## config.mk

```make
export PLATFORM = sky130hd
export DESIGN_NAME = parity_tester_axis
export DESIGN_NICKNAME = d
export VERILOG_FILES = /design/src/rtl/parity_tester_axis.sv
export SDC_FILE = /design/constraint.sdc
export NUM_CORES = 1
export LEC_CHECK = 0
export BUFFER_PORTS_ARGS = -buffer_cell sky130_fd_sc_hd__buf_2
export CAP_MARGIN = 30
export CORE_MARGIN = 3
export CORE_UTILIZATION = 48
export CTS_BUF_LIST = sky130_fd_sc_hd__clkbuf_8
export CTS_CLUSTER_SIZE = 8
export DETAILED_ROUTE_END_ITERATION = 12
export HOLD_SLACK_MARGIN = 0.03
export PLACE_DENSITY = 0.71
export SLEW_MARGIN = 10
export SYNTH_ARGS = -nofsm -noshare
export SYNTH_HDL_FRONTEND = slang
export SYNTH_SLANG_ARGS = --single-unit
```

## constraint.sdc

```tcl
create_clock -name inclock -period 1.7 [get_ports inclock]
set_input_delay 0 -clock inclock [delete_from_list [all_inputs] [get_ports inclock]]
set_output_delay 0 -clock inclock [all_outputs]
set_load 0.01 [all_outputs]
```

## src/rtl/parity_tester_axis.sv

```systemverilog
// parity_tester_axis: AXI-Stream parity checking sink with a per-packet status source.
// Every slave beat is checked against an even/odd rule (MSB is the parity bit),
// beats and parity errors are counted per packet, and one single-beat status
// packet {err_cnt, beat_cnt} is emitted after each tlast beat.
// Optional feature macro: PARITY_TESTER_SAT_EN (defined = saturating counters,
// undefined = counters wrap modulo 2^CNT_W).
module parity_tester_axis #(
    parameter int DATA_W = 8,
    parameter int CNT_W  = 8,
    parameter int ODD    = 0
) (
    input  logic                 inclock,
    input  logic                 inreset_n,
    input  logic                 axis_s_tvalid,
    input  logic [DATA_W-1:0]    axis_s_tdata,
    input  logic                 axis_s_tlast,
    output logic                 axis_s_tready,
    output logic                 axis_m_tvalid,
    output logic [2*CNT_W-1:0]   axis_m_tdata,
    output logic                 axis_m_tlast,
    input  logic                 axis_m_tready
);

    localparam logic [0:0] S_ACC = 1'b0;
    localparam logic [0:0] S_RES = 1'b1;

    localparam logic             ParityTarget = (ODD != 0);
    localparam logic [CNT_W-1:0] CntMax       = {CNT_W{1'b1}};

    logic [0:0]         state_q, state_d;
    logic [CNT_W-1:0]   beat_cnt_q, beat_cnt_d;
    logic [CNT_W-1:0]   err_cnt_q, err_cnt_d;
    logic [2*CNT_W-1:0] status_q, status_d;
    logic               rdy_en_q;

    logic               accept;
    logic               beat_err;
    logic [CNT_W-1:0]   beat_cnt_inc;
    logic [CNT_W-1:0]   err_cnt_inc;

    // Counter increment: saturating or wrapping depending on the build option
    function automatic logic [CNT_W-1:0] cnt_inc(input logic [CNT_W-1:0] value);
`ifdef PARITY_TESTER_SAT_EN
        cnt_inc = (value == CntMax) ? CntMax : value + CNT_W'(1);
`else
        cnt_inc = value + CNT_W'(1);
`endif
    endfunction

    // Ready depends only on registered state; held low in the cycle reset is active
    assign axis_s_tready = rdy_en_q && (state_q == S_ACC);
    assign axis_m_tvalid = (state_q == S_RES);
    assign axis_m_tlast  = (state_q == S_RES);
    assign axis_m_tdata  = status_q;

    assign accept       = axis_s_tvalid && axis_s_tready;
    assign beat_err     = (^axis_s_tdata) != ParityTarget;
    assign beat_cnt_inc = cnt_inc(beat_cnt_q);
    assign err_cnt_inc  = beat_err ? cnt_inc(err_cnt_q) : err_cnt_q;

    // Next-state logic: count accepted beats, latch status on tlast, clear on handshake
    always_comb begin
        state_d    = state_q;
        beat_cnt_d = beat_cnt_q;
        err_cnt_d  = err_cnt_q;
        status_d   = status_q;
        case (state_q)
            S_ACC: begin
                if (accept) begin
                    beat_cnt_d = beat_cnt_inc;
                    err_cnt_d  = err_cnt_inc;
                    if (axis_s_tlast) begin
                        state_d  = S_RES;
                        status_d = {err_cnt_inc, beat_cnt_inc};
                    end
                end
            end
            S_RES: begin
                if (axis_m_tready) begin
                    state_d    = S_ACC;
                    beat_cnt_d = '0;
                    err_cnt_d  = '0;
                end
            end
            default: begin
                state_d = S_ACC;
            end
        endcase
    end

    // State, counter and status registers with synchronous active-low reset
    always_ff @(posedge inclock) begin
        if (!inreset_n) begin
            state_q    <= S_ACC;
            beat_cnt_q <= '0;
            err_cnt_q  <= '0;
            status_q   <= '0;
            rdy_en_q   <= 1'b0;
        end else begin
            state_q    <= state_d;
            beat_cnt_q <= beat_cnt_d;
            err_cnt_q  <= err_cnt_d;
            status_q   <= status_d;
            rdy_en_q   <= 1'b1;
        end
    end

endmodule

```

Yosys cells after proc, flatten, opt, wreduce, memory -nomap -nowiden
Cells that the tools add are included.

Register bits after elaboration: 34. Bits of input ports: 13. Output and inout port bits: 19. Logic and storage cells: 26.

Add/sub/neg operators: 2. Equality and inequality tests: 2. Muxes and demuxes: 11. Bitwise operators: 1. Reduce and logical (&&, ||, !) cells: 5.

Operators by type and width (count): 8-bit two-way mux (4); 8-bit one-hot mux with 2 select lines (2); 8-bit by 1-bit adder with 8-bit output, second input constant (2); 8-bit XOR reduction (1); 1-bit two-way mux (4); 2-bit inequality test, second input constant (2); 3-bit AND reduction (1); 1-bit logical AND (2); 1-bit one-hot mux with 2 select lines (1); 2-bit AND reduction (1); 1-bit NOT (1).

Logic depth before layout (Yosys ltp)
Depth in word-level cells: 5. Mapped depth: 7. Depth with buffers taken out: 6.

Worst setup path after synthesis
No wires, ideal clock.

Path kind: register to register. Start: register state_q (netlist: axis_m_tlast). End: register err_cnt_q[5]. Setup time: 0.070 ns. Data arrival time: 1.519 ns. Required time: 1.630 ns. Setup slack: 0.110 ns. Cell stages (with the launch flop): 7. Buffers on the path: 2. Clock period less this slack: 1.590 ns. Cell sequence: dfxtp_1 -> and3b_1 -> clkbuf_1 -> a21oi_1 -> clkbuf_1 -> a22oi_1 -> a21oi_1.

Cells in the longest elaborated chain, start to end: 5. Elaborated cells between the ends (all ways): 7. Those cells by class: 2 x eq/ne; 1 x mux; 1 x bitwise; 3 x reduce/logical.

Ends and longest elaborated chain: from (decl) (line 30) `logic [0:0] state_q, state_d;`; from (signal assigned) (line 100) `state_q <= state_d;`; 1-bit NOT; 1-bit logical AND (line 51) `assign axis_s_tready = rdy_en_q && (state_q == S_ACC);`; 1-bit logical AND (line 56) `assign accept = axis_s_tvalid && axis_s_tready;`; 2-bit inequality test (no line); 2-bit AND reduction (no line); to (signal assigned) (line 102) `err_cnt_q <= err_cnt_d;`; to (decl) (line 32) `logic [CNT_W-1:0] err_cnt_q, err_cnt_d;`.

Several ways; a longest one is shown, not always the timed one. A chain may end at the register's enable or synchronous reset.

Worst setup path in the final report
Start: register beat_cnt_q[0]. End: register beat_cnt_q[6].

Cells in the longest elaborated chain, start to end: 3.

Ends and longest elaborated chain: from (decl) (line 31) `logic [CNT_W-1:0] beat_cnt_q, beat_cnt_d;`; from (signal assigned) (line 101) `beat_cnt_q <= beat_cnt_d;`; 8-bit by 1-bit adder with 8-bit output (line 46) `cnt_inc = value + CNT_W'(1);`; 8-bit two-way mux (line 69) `if (accept) begin`; 8-bit one-hot mux with 2 select lines (line 67) `case (state_q)`.

No other way between the ends. The select of a mux whose other input is x is not followed.

==> results by group <==
Floorplanning
  • Rows: 20
  • Io pins: 32
  • Core area: approximately 0.0032 mm2
  • Initial Utilization: 0.519
  • Die footprint: ~0.0041 mm2
  • Die X-Extent: 64.4 um
  • Die height: between 60 and 70 um

Timing
  • Final setup skew: ~0.0076 ns
  • Setup_tns: 0 ns
  • Final worst path period share: 0.870
  • Slew HR: 0.782
  • Setup ws final: between 0.2 and 0.25 ns
  • Worst-Margin Slew: roughly 0.32 ns
  • Highest Clock Rate: just under 700 MHz
  • Minimum clock period: approximately 1.5 ns
  • Final setup fails: 0
  • Final Hold Viols: 0
  • RSZ-0062 raised after global routing: no
  • Final Slew Violations: 0

Setup path
  • CP Data Required Time: between 1.5 and 2 ns
  • Crit. End Element: flop
  • Setup slack, reg-to-reg: approximately 0.22 ns
  • Max FO, Critical Path: 6
  • R2r endpoint: beat_cnt_q[6]
  • CP Class: flop to flop
  • Reg2Reg Depth: 6
  • Reg2Reg Launch Point: beat_cnt_q[0]
  • Crit path DAT: approximately 1.7 ns
  • Critical path startpoint category: flop

Finish
  • Multi-input gate area: roughly 900 um2
  • Fill cells: just over 300
  • Layout area overhead: 22.3%
  • Antenna cells: 0
  • Non-Filler Instances: 280
  • Fin nets: 250
  • Register area: between 600 and 700 um2
  • Layout cell share with drive strength beyond 1: 0.216

Detailed routing
  • Wire per inst: between 10 and 15 um
  • Remaining antenna violation count: 0
  • Vias: 1545
  • Iter 0 DRT Violations: 71
  • DRC: 0
  • Detailed Routing Iterations Pass 1: 4
  • Via-to-Cell Ratio: 5.52
  • Final WL: approximately 3.7 mm

Global route
  • Vias in the first global route: around 1.3k
  • Antenna violations before repair: 0
  • Largest net degree at the start of global routing: 31
  • Gr usage total: 0.190
  • Total grt overflow: 0
  • First-pass GRT wire length: slightly above 6 mm

Synthesis
  • Count of cell types in the netlist: 38
  • Post-Syn Instances: 196
  • Seq cells post-synth: 34
  • Synth warn: 0
  • Synth Area per Inst: 8.34 um2
  • Mapped Area: between 0.0015 and 0.002 mm2
  • Mapped Nets: around 210
  • Top FF cell, synth: dfxtp_1
  • Sequential area share after synthesis: 0.416
  • Async set-or-reset flop fraction in the synthesized netlist: 0
  • Post-synth EDFFs: 0

Clock tree
  • Clock buffer count from CTS: 5
  • Worst-Skew Late Latency: between 0.2 and 0.3 ns
  • CTS root buf: clkbuf_8
  • CTS Sinks: 34
  • Post-CTS Setup Inserts: 0
  • Clock transition at the registers of the reported paths: 0.07 ns
  • Post-cts resize count: 0
  • CTS Buffer Depth: 2
  • CTS H-tree lvls: 2
  • CTS tree: done

Power
  • Pleak: approximately 0.76 nW
  • Power per cell area: 890 mW/mm2
  • Peak VDD IR: between 0.7 and 0.8 mV

Placement
  • Place WS: about 0.088 ns
  • I/O Buffers: 31
  • Placed insts: 270
  • Placed wire-length estimate: between 2 and 2.5 mm
  • GP Congestion: ~0.81

Min path
  • Cells on Worst Hold Path: 4
  • Hold Startpoint: axis_s_tvalid
  • Hold Crit Class: primary input to flop
  • Hold EP: err_cnt_q[4]

Run
  • Max_cap viols: 0

Outcome
  • Status: complete, no violations
critical path, stage by stage (launching register included):
cell	delay, ns
dfxtp_1	0.42
ha_1	0.26
nand3_1	0.18
nor2_1	0.17
xor2_1	0.20
a22oi_1	0.10
nor2_1	0.09
state kept, by name, summed over array words and instances, names as in the netlist:
signal and cells:
axis_m_tdata 16, axis_m_tlast 1, beat_cnt_q 8, err_cnt_q 8, rdy_en_q 1
timing repair:
| item | 4_1_cts | 5_1_grt |
|---|---|---|
| endpoints found under the setup margin | 0 | 0 |
| hold endpoints to repair | 2 | 0 |
| hold buffers | 2 | 0 |
cell type report:
class,count,area share
multi-input combinational,145,0.438
sequential,34,0.340
timing repair buffer,45,0.139
clock buffer,6,0.0413
tap,44,0.0275
inverter,4,0.00750
clock inverter,2,0.00625
cell usage after synthesis, types with 3 or more instances:
library cell / instances / area (um2)
nor3_1: 4 / 20.0
a211oi_1: 6 / 45.0
mux2i_1: 3 / 30.0
a22oi_1: 4 / 30.0
inv_1: 3 / 11.3
or3_1: 8 / 50.1
nor2_1: 21 / 78.8
dfxtp_1: 34 / 681
xnor2_1: 10 / 87.6
a311oi_1: 3 / 26.3
nand3_1: 12 / 60.1
nand2_1: 14 / 52.6
a31oi_1: 6 / 37.5
o21ai_0: 12 / 60.1
a21oi_1: 13 / 65.1
xor2_1: 5 / 43.8
o311ai_0: 3 / 26.3
clkbuf_1: 9 / 33.8
metrics by stage:
step           hold WS [ns]  total power [W]  cell area, um2   util
6_report              0.167          0.00178            2000  0.635
5_1_grt               0.180          0.00187            2000  0.635
4_1_cts               0.154          0.00180            2000  0.635
3_5_place_dp          0.266          0.00117            1890  0.598
3_3_place_gp          0.259          0.00116            1890  0.598
2_1_floorplan        0.0277          0.00107            1640      -
logic make-up (layout without fill, tap and decap cells):
group                      Yosys count  count (layout)  synth area share
adders and majority gates            2               2            0.0153
buffers and inverters               17              57            0.0474
xor gates and xnor gates            15              15            0.0803
muxes                                3               3            0.0184
DFF                                 34              34             0.416
AOI/OAI and AO/OA                   54              54             0.211
and+or+nand+nor                     71              71             0.211
placed cells by master, fill, tap and decap left out, types with 2 or more instances in the layout:
cell           instances
nand3_1               12
inv_1                  3
or4_1                  2
or3_1                  8
clkbuf_8               6
o31ai_1                2
ha_1                   2
a211oi_1               6
nor3_1                 4
nand2_1               14
xor2_1                 5
o311ai_0               3
a311oi_1               3
nor2_1                21
o21ai_0               12
a31oi_1                6
and2_1                 2
nand4_1                2
xnor2_1               10
buf_2                 31
mux2i_1                3
dlygate4sd3_1          2
a22oi_1                4
a21oi_1               13
dfxtp_1               34
buf_4                 11
worst max-delay path by stage:
stage	from	endpoint	slack (ns)
2_1_floorplan	axis_m_tlast	err_cnt_q[5]	0.11
3_3_place_gp	axis_s_tdata[7]	axis_m_tdata[13]	0.21
3_5_place_dp	axis_s_tdata[6]	axis_m_tdata[13]	0.09
4_1_cts	beat_cnt_q[0]	beat_cnt_q[6]	0.22
5_1_grt	err_cnt_q[3]	err_cnt_q[7]	0.05
6_report	beat_cnt_q[0]	beat_cnt_q[6]	0.22
per-layer routing:
metal	global-route usage	share of wire	vias up	wire length [um]
met3	0.0545	0.053	7	194
li1	-	-	794	-
met2	0.281	0.44	45	1600
met4	0.0871	0.020	0	72
met1	0.253	0.49	699	1800
met5	0	0	-	0
power breakdown:
| group | internal, W | total [W] | leakage, nW | switching, W |
|---|---|---|---|---|
| logic | 0.000127 | 0.000321 | 0.437 | 0.000194 |
| clock network | 0.000325 | 0.000625 | 0.0472 | 0.000300 |
| registers | 0.000821 | 0.000836 | 0.276 | 0.0000143 |
No activity file was read; power rests on OpenSTA's default activity.
